## config.mk

```make
export PLATFORM = sky130hd
export DESIGN_NAME = alu_issue_ctrl_flat
export DESIGN_NICKNAME = d
export VERILOG_FILES = /design/src/rtl/mips_alu_pkg.sv /design/src/rtl/alu_issue_ctrl_if.sv /design/src/rtl/alu_op_decode.sv /design/src/rtl/alu_issue_ctrl.sv /design/src/flat_wrapper.sv
export SDC_FILE = /design/constraint.sdc
export NUM_CORES = 1
export LEC_CHECK = 0
export CAP_MARGIN = 20
export CORE_MARGIN = 2
export CORE_UTILIZATION = 42
export CTS_BUF_LIST = sky130_fd_sc_hd__clkbuf_16
export DETAILED_ROUTE_END_ITERATION = 16
export PLACE_DENSITY = 0.81
export REMOVE_ABC_BUFFERS = 1
export SYNTH_ARGS = -nofsm -noshare
export SYNTH_HDL_FRONTEND = slang
export SYNTH_SLANG_ARGS = --single-unit
```

## constraint.sdc

```tcl
create_clock -name clk -period 1.85 [get_ports clk]
set_input_delay 0.37 -clock clk [delete_from_list [all_inputs] [get_ports clk]]
set_output_delay 0.37 -clock clk [all_outputs]
set_load 0.02 [all_outputs]
```

## src/rtl/mips_alu_pkg.sv

```systemverilog
// Shared encodings for the ALU issue controller: ALU op codes, MIPS opcode/funct
// constants, FSM states and instruction classes.
package mips_alu_pkg;

   localparam logic [3:0] ALU_AND  = 4'd0;
   localparam logic [3:0] ALU_OR   = 4'd1;
   localparam logic [3:0] ALU_NOR  = 4'd2;
   localparam logic [3:0] ALU_ADD  = 4'd3;
   localparam logic [3:0] ALU_SUB  = 4'd4;
   localparam logic [3:0] ALU_SLL  = 4'd5;
   localparam logic [3:0] ALU_SRL  = 4'd6;
   localparam logic [3:0] ALU_NONE = 4'hF;

   localparam logic [5:0] OP_RTYPE = 6'h00;
   localparam logic [5:0] OP_BEQ   = 6'h04;
   localparam logic [5:0] OP_BNE   = 6'h05;
   localparam logic [5:0] OP_ADDI  = 6'h08;
   localparam logic [5:0] OP_ADDIU = 6'h09;
   localparam logic [5:0] OP_ANDI  = 6'h0C;
   localparam logic [5:0] OP_ORI   = 6'h0D;

   localparam logic [5:0] FN_SLL  = 6'h00;
   localparam logic [5:0] FN_SRL  = 6'h02;
   localparam logic [5:0] FN_ADD  = 6'h20;
   localparam logic [5:0] FN_ADDU = 6'h21;
   localparam logic [5:0] FN_SUB  = 6'h22;
   localparam logic [5:0] FN_SUBU = 6'h23;
   localparam logic [5:0] FN_AND  = 6'h24;
   localparam logic [5:0] FN_OR   = 6'h25;
   localparam logic [5:0] FN_NOR  = 6'h27;

   typedef enum logic [1:0] {ST_IDLE, ST_EXEC, ST_WB} state_e;

   typedef enum logic [1:0] {CLS_R_ALU, CLS_I_ALU, CLS_BRANCH, CLS_ILLEGAL} cls_e;

   typedef enum logic [1:0] {BSEL_RT, BSEL_SEXT, BSEL_ZEXT} bsel_e;

   function automatic logic cls_writes(cls_e c);
      return (c == CLS_R_ALU) || (c == CLS_I_ALU);
   endfunction

endpackage

```

## src/rtl/alu_issue_ctrl_if.sv

```systemverilog
// Instruction, ALU and write-back handshake bundle between the register-read
// stage, the ALU issue controller, the combinational ALU and write-back logic.
interface alu_issue_ctrl_if #(
   parameter int DATA_W = 32,
   parameter int REG_AW = 5
);
   logic              instr_valid;
   logic              instr_ready;
   logic [31:0]       instr;
   logic [DATA_W-1:0] rs_data;
   logic [DATA_W-1:0] rt_data;
   logic [3:0]        ALUOperation;
   logic [DATA_W-1:0] A;
   logic [DATA_W-1:0] B;
   logic [4:0]        shamt;
   logic [DATA_W-1:0] ALUResult;
   logic              Zero;
   logic              wb_valid;
   logic              wb_ready;
   logic              wb_write;
   logic [REG_AW-1:0] wb_reg;
   logic [DATA_W-1:0] wb_data;
   logic              branch_taken;
   logic              illegal;

   modport master (
      input  instr_valid, instr, rs_data, rt_data, ALUResult, Zero, wb_ready,
      output instr_ready, ALUOperation, A, B, shamt,
             wb_valid, wb_write, wb_reg, wb_data, branch_taken, illegal
   );

   modport slave (
      output instr_valid, instr, rs_data, rt_data, ALUResult, Zero, wb_ready,
      input  instr_ready, ALUOperation, A, B, shamt,
             wb_valid, wb_write, wb_reg, wb_data, branch_taken, illegal
   );
endinterface

```

## src/rtl/alu_op_decode.sv

```systemverilog
// Combinational MIPS decode: instruction word to ALU op, operand-B select,
// shift amount, destination register and instruction class.
module alu_op_decode
   import mips_alu_pkg::*;
(
   input  logic [31:0] instr,
   output logic [3:0]  op,
   output bsel_e       bsel,
   output logic [4:0]  shamt,
   output logic [4:0]  dest,
   output cls_e        cls,
   output logic        br_ne,
   output logic        illegal
);

   logic [5:0] opcode;
   logic [5:0] funct;
   logic [4:0] rt;
   logic [4:0] rd;
   logic [3:0] r_op;
   logic       r_ok;
   logic       unused_rs;

   assign opcode    = instr[31:26];
   assign funct     = instr[5:0];
   assign rt        = instr[20:16];
   assign rd        = instr[15:11];
   assign unused_rs = ^instr[25:21];

   always_comb begin
      r_op = ALU_NONE;
      r_ok = 1'b1;
      case (funct)
         FN_AND:          r_op = ALU_AND;
         FN_OR:           r_op = ALU_OR;
         FN_NOR:          r_op = ALU_NOR;
         FN_ADD, FN_ADDU: r_op = ALU_ADD;
         FN_SUB, FN_SUBU: r_op = ALU_SUB;
         FN_SLL:          r_op = ALU_SLL;
         FN_SRL:          r_op = ALU_SRL;
         default:         r_ok = 1'b0;
      endcase
   end

   // Anything not explicitly matched falls through as illegal with ALU_NONE.
   always_comb begin
      op    = ALU_NONE;
      bsel  = BSEL_RT;
      shamt = '0;
      dest  = '0;
      cls   = CLS_ILLEGAL;
      br_ne = 1'b0;
      case (opcode)
         OP_RTYPE: begin
            if (r_ok) begin
               op    = r_op;
               shamt = instr[10:6];
               dest  = rd;
               cls   = CLS_R_ALU;
            end
         end
         OP_ADDI, OP_ADDIU: begin
            op   = ALU_ADD;
            bsel = BSEL_SEXT;
            dest = rt;
            cls  = CLS_I_ALU;
         end
         OP_ANDI: begin
            op   = ALU_AND;
            bsel = BSEL_ZEXT;
            dest = rt;
            cls  = CLS_I_ALU;
         end
         OP_ORI: begin
            op   = ALU_OR;
            bsel = BSEL_ZEXT;
            dest = rt;
            cls  = CLS_I_ALU;
         end
         OP_BEQ, OP_BNE: begin
            op    = ALU_SUB;
            cls   = CLS_BRANCH;
            br_ne = opcode[0];
         end
         default: ;
      endcase
   end

   assign illegal = (cls == CLS_ILLEGAL);

endmodule

```

## src/rtl/alu_issue_ctrl.sv

```systemverilog
// Issues one decoded MIPS instruction to the combinational ALU, captures the
// result and presents it for write-back / branch resolution.
//
//   state   | meaning
//   --------+-------------------------------------------------------------
//   ST_IDLE | instr_ready=1, waiting for instr_valid; decode is registered
//   ST_EXEC | ALU inputs driven from registers; result captured at edge
//   ST_WB   | wb_valid=1, wb_* held until wb_ready
module alu_issue_ctrl
   import mips_alu_pkg::*;
#(
   parameter int DATA_W = 32,
   parameter int REG_AW = 5
) (
   input  logic             clk,
   input  logic             reset,
   alu_issue_ctrl_if.master bus
);

   state_e state_q, state_d;
   logic   accept, capture, instr_ready_d, wb_valid_d;

   logic [3:0] dec_op;
   bsel_e      dec_bsel;
   logic [4:0] dec_shamt;
   logic [4:0] dec_dest;
   cls_e       dec_cls;
   logic       dec_br_ne;
   logic       dec_illegal;

   logic [DATA_W-1:0] b_sel;

   logic [3:0]        alu_op_q;
   logic [DATA_W-1:0] a_q;
   logic [DATA_W-1:0] b_q;
   logic [4:0]        shamt_q;
   logic [4:0]        dest_q;
   cls_e              cls_q;
   logic              br_ne_q;
   logic              exec_ill_q;

   logic              wb_write_q;
   logic [REG_AW-1:0] wb_reg_q;
   logic [DATA_W-1:0] wb_data_q;
   logic              branch_q;
   logic              illegal_q;
   logic              writes;

   alu_op_decode u_decode (
      .instr   (bus.instr),
      .op      (dec_op),
      .bsel    (dec_bsel),
      .shamt   (dec_shamt),
      .dest    (dec_dest),
      .cls     (dec_cls),
      .br_ne   (dec_br_ne),
      .illegal (dec_illegal)
   );

   always_comb begin
      case (dec_bsel)
         BSEL_SEXT: b_sel = {{(DATA_W-16){bus.instr[15]}}, bus.instr[15:0]};
         BSEL_ZEXT: b_sel = {{(DATA_W-16){1'b0}}, bus.instr[15:0]};
         default:   b_sel = bus.rt_data;
      endcase
   end

   always_ff @(posedge clk or negedge reset) begin
      if (!reset) state_q <= ST_IDLE;
      else        state_q <= state_d;
   end

   always_comb begin
      state_d       = state_q;
      accept        = 1'b0;
      capture       = 1'b0;
      instr_ready_d = 1'b0;
      wb_valid_d    = 1'b0;
      case (state_q)
         ST_IDLE: begin
            instr_ready_d = 1'b1;
            if (bus.instr_valid) begin
               accept  = 1'b1;
               state_d = ST_EXEC;
            end
         end
         ST_EXEC: begin
            capture = 1'b1;
            state_d = ST_WB;
         end
         ST_WB: begin
            wb_valid_d = 1'b1;
            if (bus.wb_ready) state_d = ST_IDLE;
         end
         default: state_d = ST_IDLE;
      endcase
   end

   always_ff @(posedge clk or negedge reset) begin
      if (!reset) begin
         alu_op_q   <= ALU_NONE;
         a_q        <= '0;
         b_q        <= '0;
         shamt_q    <= '0;
         dest_q     <= '0;
         cls_q      <= CLS_ILLEGAL;
         br_ne_q    <= 1'b0;
         exec_ill_q <= 1'b0;
      end else if (accept) begin
         alu_op_q   <= dec_op;
         a_q        <= bus.rs_data;
         b_q        <= b_sel;
         shamt_q    <= dec_shamt;
         dest_q     <= dec_dest;
         cls_q      <= dec_cls;
         br_ne_q    <= dec_br_ne;
         exec_ill_q <= dec_illegal;
      end
   end

   // $0 is never written, so a zero destination suppresses the write entirely.
   assign writes = cls_writes(cls_q) && (dest_q != 5'd0);

   always_ff @(posedge clk or negedge reset) begin
      if (!reset) begin
         wb_write_q <= 1'b0;
         wb_reg_q   <= '0;
         wb_data_q  <= '0;
         branch_q   <= 1'b0;
         illegal_q  <= 1'b0;
      end else if (capture) begin
         wb_write_q <= writes;
         wb_reg_q   <= writes ? REG_AW'(dest_q) : '0;
         wb_data_q  <= exec_ill_q ? '0 : bus.ALUResult;
         branch_q   <= (cls_q == CLS_BRANCH) && (bus.Zero ^ br_ne_q);
         illegal_q  <= exec_ill_q;
      end
   end

   assign bus.instr_ready  = instr_ready_d;
   assign bus.wb_valid     = wb_valid_d;
   assign bus.ALUOperation = alu_op_q;
   assign bus.A            = a_q;
   assign bus.B            = b_q;
   assign bus.shamt        = shamt_q;
   assign bus.wb_write     = wb_write_q;
   assign bus.wb_reg       = wb_reg_q;
   assign bus.wb_data      = wb_data_q;
   assign bus.branch_taken = branch_q;
   assign bus.illegal      = illegal_q;

endmodule

```

## src/flat_wrapper.sv

```systemverilog
// flat-port wrapper written by rule: the top's interface ports become plain ports
module alu_issue_ctrl_flat import mips_alu_pkg::*;
#(
   parameter int DATA_W = 32,
   parameter int REG_AW = 5
)
  (clk, reset, bus_instr_valid, bus_instr, bus_rs_data, bus_rt_data, bus_ALUResult, bus_Zero, bus_wb_ready, bus_instr_ready, bus_ALUOperation, bus_A, bus_B, bus_shamt, bus_wb_valid, bus_wb_write, bus_wb_reg, bus_wb_data, bus_branch_taken, bus_illegal);
  alu_issue_ctrl_if #(.DATA_W(DATA_W), .REG_AW(REG_AW)) bus_i ();
  input  logic clk;
  input  logic reset;
  input wire logic [$bits(bus_i.instr_valid)-1:0] bus_instr_valid;
  input wire logic [$bits(bus_i.instr)-1:0] bus_instr;
  input wire logic [$bits(bus_i.rs_data)-1:0] bus_rs_data;
  input wire logic [$bits(bus_i.rt_data)-1:0] bus_rt_data;
  input wire logic [$bits(bus_i.ALUResult)-1:0] bus_ALUResult;
  input wire logic [$bits(bus_i.Zero)-1:0] bus_Zero;
  input wire logic [$bits(bus_i.wb_ready)-1:0] bus_wb_ready;
  output wire logic [$bits(bus_i.instr_ready)-1:0] bus_instr_ready;
  output wire logic [$bits(bus_i.ALUOperation)-1:0] bus_ALUOperation;
  output wire logic [$bits(bus_i.A)-1:0] bus_A;
  output wire logic [$bits(bus_i.B)-1:0] bus_B;
  output wire logic [$bits(bus_i.shamt)-1:0] bus_shamt;
  output wire logic [$bits(bus_i.wb_valid)-1:0] bus_wb_valid;
  output wire logic [$bits(bus_i.wb_write)-1:0] bus_wb_write;
  output wire logic [$bits(bus_i.wb_reg)-1:0] bus_wb_reg;
  output wire logic [$bits(bus_i.wb_data)-1:0] bus_wb_data;
  output wire logic [$bits(bus_i.branch_taken)-1:0] bus_branch_taken;
  output wire logic [$bits(bus_i.illegal)-1:0] bus_illegal;
  assign bus_i.instr_valid = bus_instr_valid;
  assign bus_i.instr = bus_instr;
  assign bus_i.rs_data = bus_rs_data;
  assign bus_i.rt_data = bus_rt_data;
  assign bus_i.ALUResult = bus_ALUResult;
  assign bus_i.Zero = bus_Zero;
  assign bus_i.wb_ready = bus_wb_ready;
  assign bus_instr_ready = bus_i.instr_ready;
  assign bus_ALUOperation = bus_i.ALUOperation;
  assign bus_A = bus_i.A;
  assign bus_B = bus_i.B;
  assign bus_shamt = bus_i.shamt;
  assign bus_wb_valid = bus_i.wb_valid;
  assign bus_wb_write = bus_i.wb_write;
  assign bus_wb_reg = bus_i.wb_reg;
  assign bus_wb_data = bus_i.wb_data;
  assign bus_branch_taken = bus_i.branch_taken;
  assign bus_illegal = bus_i.illegal;
  alu_issue_ctrl #(.DATA_W(DATA_W), .REG_AW(REG_AW)) u_core (.clk(clk), .reset(reset), .bus(bus_i));
endmodule
```

# Word-level counts from Yosys, hierarchy flattened

Cells that the tools add are included.

Register bits: 124
Bits in latches: 0
Memory bits (writable): 0
Memory bits (read-only): 0
Input bits: 133
Output and inout bits: 115
Memories: 0

Add/subtract/negate cells: 0
Multiply operators: 0
Divide/modulo/power cells: 0
$lt $le $gt $ge: 0
Equal/unequal tests: 23
Shifts and indexed selects: 0
Muxes and demuxes: 23
Bitwise logic cells: 1
Reduce and logical (&&, ||, !) cells: 16

Operator list:

| cell                                                             | count |
|---|---|
| 32-bit case mux with 2 select lines                              | 1 |
| 6-bit == test (second input constant)                            | 7 |
| 32-bit 2-to-1 mux                                                | 1 |
| 4-bit case mux with 7 select lines                               | 1 |
| 6-bit by 4-bit == test with 1-bit output (second input constant) | 4 |
| 5-bit 2-to-1 mux                                                 | 4 |
| 4-bit case mux with 5 select lines                               | 1 |
| 6-bit by 3-bit == test with 1-bit output (second input constant) | 2 |
| 6-bit zero test                                                  | 2 |
| 2-bit case mux with 3 select lines                               | 2 |
| 5-bit case mux with 2 select lines                               | 1 |
| 2-bit OR reduction                                               | 5 |
| 9-bit OR reduction                                               | 1 |
| 2-bit == test (second input constant)                            | 4 |
| 1-bit 2-to-1 mux                                                 | 7 |
| 2-bit by 1-bit == test with 1-bit output (second input constant) | 3 |
| 6-bit by 2-bit == test with 1-bit output (second input constant) | 1 |
| 2-bit 2-to-1 mux                                                 | 3 |
| 5-bit nonzero test                                               | 1 |
| 2-bit zero test                                                  | 2 |
| 4-bit 2-to-1 mux                                                 | 1 |
| 2-bit inequality test (second input constant)                    | 2 |
| 2-bit case mux with 2 select lines                               | 1 |
| 4-bit OR reduction                                               | 1 |
| other kinds (4)                                                  | 5 |

# Longest topological paths before layout

Word-level depth: 6
Gate-level depth with buffers: 10
Gate-level depth less buffers: 8

# Hierarchy

From an unflattened synthesis, not the netlist that was laid out.

Cells, all modules: 479
Area total of the unflattened synthesis: 5383.9 µm²

By module, submodules not included:

| module         | instances | cells an instance | area each (µm²) |
|---|---|---|---|
| alu_issue_ctrl | 1         | 433               | 5078.6 |
| alu_op_decode  | 1         | 46                | 305.3 |

# Worst setup path after synthesis

OpenSTA, ideal clock, no wires.

Kind: in2reg
Start: input port bus_instr[31]
End: register u_core.b_q[11], in the netlist u_core.bus.B[11]
Library setup time: 72 ps
Arrival time: 2030 ps
Data required time: 1778 ps
Slack: -252 ps
Stages: 8
Path buffers: 1
Path through: nor3_4 -> nand3_1 -> ha_1 -> clkinv_1 -> nor2_2 -> buf_4 -> a221oi_1 -> nor2_1

Cells in the longest elaborated chain, start to end: 5

Ends and longest elaborated chain:

| element                                                                   | RTL line              | text |
|---|---|---|
| start: declaration                                                        | flat_wrapper.sv:12    | `input wire logic [$bits(bus_i.instr)-1:0] bus_instr;` |
| 6-bit by 4-bit == test with 1-bit output                                  | alu_op_decode.sv:53   | `case (opcode)` |
| 2-bit OR reduction, on equally long branches                              | n/a                   |  |
| 2-bit case mux with 2 select lines *                                      | alu_op_decode.sv:53   |  |
| 2-bit == test or 2-bit by 1-bit == test with 1-bit output (tied branches) | alu_issue_ctrl.sv:61  | `case (dec_bsel)` |
| 32-bit case mux with 2 select lines *                                     | alu_issue_ctrl.sv:61  |  |
| end signal: assignment                                                    | alu_issue_ctrl.sv:112 | `b_q <= b_sel;` |
| end: declaration                                                          | alu_issue_ctrl.sv:35  | `logic [DATA_W-1:0] b_q;` |

Every way passes the cells marked *; elsewhere a longest branch is shown, timed or not.
A chain may end at the register's enable or synchronous reset.

# Worst setup path after layout

Start: register u_core.b_q[10], in the netlist u_core.bus.B[10]
End: output port bus_B[10]

RTL lines:

| element          | RTL line           | text |
|---|---|---|
| end: declaration | flat_wrapper.sv:21 | `output wire logic [$bits(bus_i.B)-1:0] bus_B;` |

No word-level cell between the ends.

==> flow_metrics.env <==
export IMPL_drc=0
export IMPL_crit_slowest_cell="clkdlybuf4s50_1"
export IMPL_hpwlAfterDp_mm=11.9
export IMPL_tightest_slew_ns=0.873
export IMPL_start_util_pct=42.7
export IMPL_crit_fanout=2
export IMPL_critPathLaunch="u_core.bus.B[10]"
export IMPL_status="finished clean"
export IMPL_path_class="reg -> out"
export IMPL_end_kind="output port"
export IMPL_wl_met3_mm=1.47
export IMPL_vias_per_cell=5.00
export IMPL_ys_seq_area_share_pct=57.9
export IMPL_ios=248
export IMPL_gp_congestion=0.944
export IMPL_avgSynthCellArea_um2=9.57
export IMPL_row_count=41
export IMPL_drtAntennaViolNets=0
export IMPL_drive_gt1_share_pct=11.7
export IMPL_die_w_um=117
export IMPL_drt_total_wl_mm=16.5
export IMPL_grt_pass1_vias=5050
export IMPL_crit_cells=1
export IMPL_die_area_um2=13700
export IMPL_clk_pin_slew_ns=0.05
export IMPL_antenna_cells=0
export IMPL_hold_violations=0
export IMPL_cts_num_sinks=124
export IMPL_setup_slack_ns=0.0497
export IMPL_cts_htree_levels=4
export IMPL_grt_max_degree=125
export IMPL_finalNonFillerCells=1001
export IMPL_setup_tns_ns=0
export IMPL_synth_area_um2=5370
export IMPL_crit_required_ns=1.48
export IMPL_pre_cts_ws_ns=-0.831
export IMPL_layout_min_cycle_time_ns=1.80
export IMPL_track_usage_pct=24.0
export IMPL_ys_ff_latch=124
export IMPL_finalCritPeriodShare_pct=97.3
export IMPL_clkLatencyLatePin_ns=0.40
export IMPL_first_iter_violations=276
export IMPL_cpPeakStageDelay_ns=0.66
export IMPL_fin_skew_ns=0.00501
export IMPL_via_count=5002
export IMPL_areaGrowthSynthToFinish_pct=65.4
export IMPL_r2r_start="u_core.state_q[0]"
export IMPL_core_area_um2=12600
export IMPL_r2r_cells=6
export IMPL_worstPathArrival_ns=1.43
export IMPL_slew_headroom_pct=41.8
export IMPL_clock_root_buffer="clkbuf_16"
export IMPL_gr_total_overflow=0
export IMPL_holdBufCountCts=0
export IMPL_antenna_found_initial=0
export IMPL_r2r_end="u_core.bus.B[26]"
export IMPL_powerDensity_nw_per_um2=1480
export IMPL_utilization_pct=70.6
export IMPL_clockBufferDepth=2
export IMPL_wl_per_cell_um=16.5
export IMPL_yosysWarnings=0
export IMPL_ys_types=41
export IMPL_min_path_type="in -> async"
export IMPL_finalSetupViolations=0
export IMPL_wl_met2_mm=7.97
export IMPL_wl_met1_mm=6.50
export IMPL_ir_worst_vdd_mv=0.851
export IMPL_grt_pass1_wl_mm=25.0
export IMPL_cp_endpoint="bus_B[10]"
export IMPL_slew_viol_final=0
export IMPL_max_cap_violations=0
export IMPL_cts_tree="built"
export IMPL_path_cells="clkdlybuf4s50_1"
export IMPL_highest_layer="met4"
export IMPL_holdWs_ns=0.0522
export IMPL_startpoint_type="flop"
export IMPL_critPathBufInv=1
export IMPL_portBuffers=242
export IMPL_cp_top_family="buffers and inverters"
export IMPL_cellLeakagePower_nw=3.79
export IMPL_cts_made_buffers=17
export IMPL_nNetsFinal=954
export IMPL_synthCells=561
export IMPL_fill_cells=929
export IMPL_rsz0062_at_grt="true"
export IMPL_dp_cells=970
export IMPL_reg2reg_slack_ns=0.42
export IMPL_fp_dieH_um=117
export IMPL_first_pass_iters=4
export IMPL_fmax_mhz=555
-- report_power, final --
part | internal [mW] | switching, mW
combinational | 2.64 | 2.96
sequential | 3.74 | 0.648
clock | 2.06 | 1.10
total | 8.45 | 4.70
-- layout by cell type, fill, tap and decap left out, types with 8 or more instances in the layout --
cell and count:
nor2b_1 15, dlygate4sd2_1 10, clkbuf_16 17, o22a_1 19, clkdlybuf4s50_1 229, nor2_1 44
a31oi_1 10, inv_1 8, nand2_1 154, dfrtp_1 118, a221oi_2 13, o21ai_0 42
nand2b_1 44, buf_4 26
-- area by class of cell --
cell class / count / area (um2) / share of cell area (%)
tap: 172 / 215 / 2.42
sequential: 124 / 3110 / 35.0
timing repair buffer: 274 / 2730 / 30.8
multi-input combinational: 393 / 2230 / 25.1
inverter: 8 / 30.0 / 0.338
clock inverter: 13 / 135 / 1.52
clock buffer: 17 / 425 / 4.79
-- cell families after synthesis --
| logic type | share of synthesized area [%] |
|---|---|
| compound gates | 13.3 |
| simple gates | 24.1 |
| buf+inv | 3.54 |
| xor+xnor | 0.163 |
| mux | 0.210 |
| flops | 57.9 |
| fa+ha+maj | 0.699 |
-- repair_timing --
| item | CTS | global route |
|---|---|---|
| setup buffers | 1 | 0 |
| gates cloned | 0 | 0 |
| endpoints found under the setup margin | 38 | 33 |
| pin swaps | 3 | 3 |
| resized for setup | 14 | 25 |
-- cells in the mapped netlist --
library cell	instances	area [um2]
or4_1	1	7.51
nor3_1	6	30.0
or3_4	1	11.3
o22a_1	19	166
nor2_1	45	169
dfstp_2	6	158
a21oi_1	1	5.00
a31o_2	1	8.76
a32oi_1	1	8.76
a221oi_1	16	140
o21ai_1	5	25.0
a31oi_1	10	62.6
ha_1	3	37.5
nand3_2	1	10.0
clkbuf_1	23	86.3
o31ai_1	3	22.5
a41oi_2	1	16.3
clkinv_1	1	3.75
nand3b_1	1	7.51
a41o_1	1	10.0
buf_2	11	55.1
nor3_4	2	32.5
dfrtp_1	118	2950
and3_1	1	6.26
mux2_2	1	11.3
nand2_1	155	582
and2b_1	1	7.51
xor2_1	1	8.76
nor2b_1	15	93.8
o2bb2ai_1	1	8.76
nor2_2	1	6.26
a211o_1	1	8.76
nand3_1	4	20.0
nand4_1	5	31.3
a2111o_1	1	11.3
a41oi_1	1	8.76
nand2b_1	45	282
o21ai_0	42	210
inv_1	7	26.3
buf_6	1	11.3
buf_4	1	7.51
-- metrics by stage --
step           cell area [um2]  power [mW]
2_1_floorplan             5210        6.94
3_3_place_gp              8140        9.81
3_5_place_dp              8140        9.99
4_1_cts                   8730        13.2
5_1_grt                   8880        13.9
6_report                  8880        13.1
-- how the worst min path moves through the flow --
stage                     start          endpoint  depth (start not counted)
6_report                  reset  u_core.bus.A[11]                          2
2_1_floorplan             reset    u_core.br_ne_q                          0
3_3_place_gp   u_core.bus.A[29]  u_core.bus.A[29]                          2
3_5_place_dp   u_core.bus.A[23]  u_core.bus.A[23]                          2
5_1_grt                   reset  u_core.bus.A[11]                          2
4_1_cts                   reset  u_core.bus.A[11]                          2
-- routing by layer --
metal  vias up  global-route usage [%]
met5         -                       0
met1      2362                    27.4
met2       201                    40.7
met3        43                    8.60
li1       2396                       -
met4         0                    10.7
Note: power is estimated with default switching activity, not from simulation.
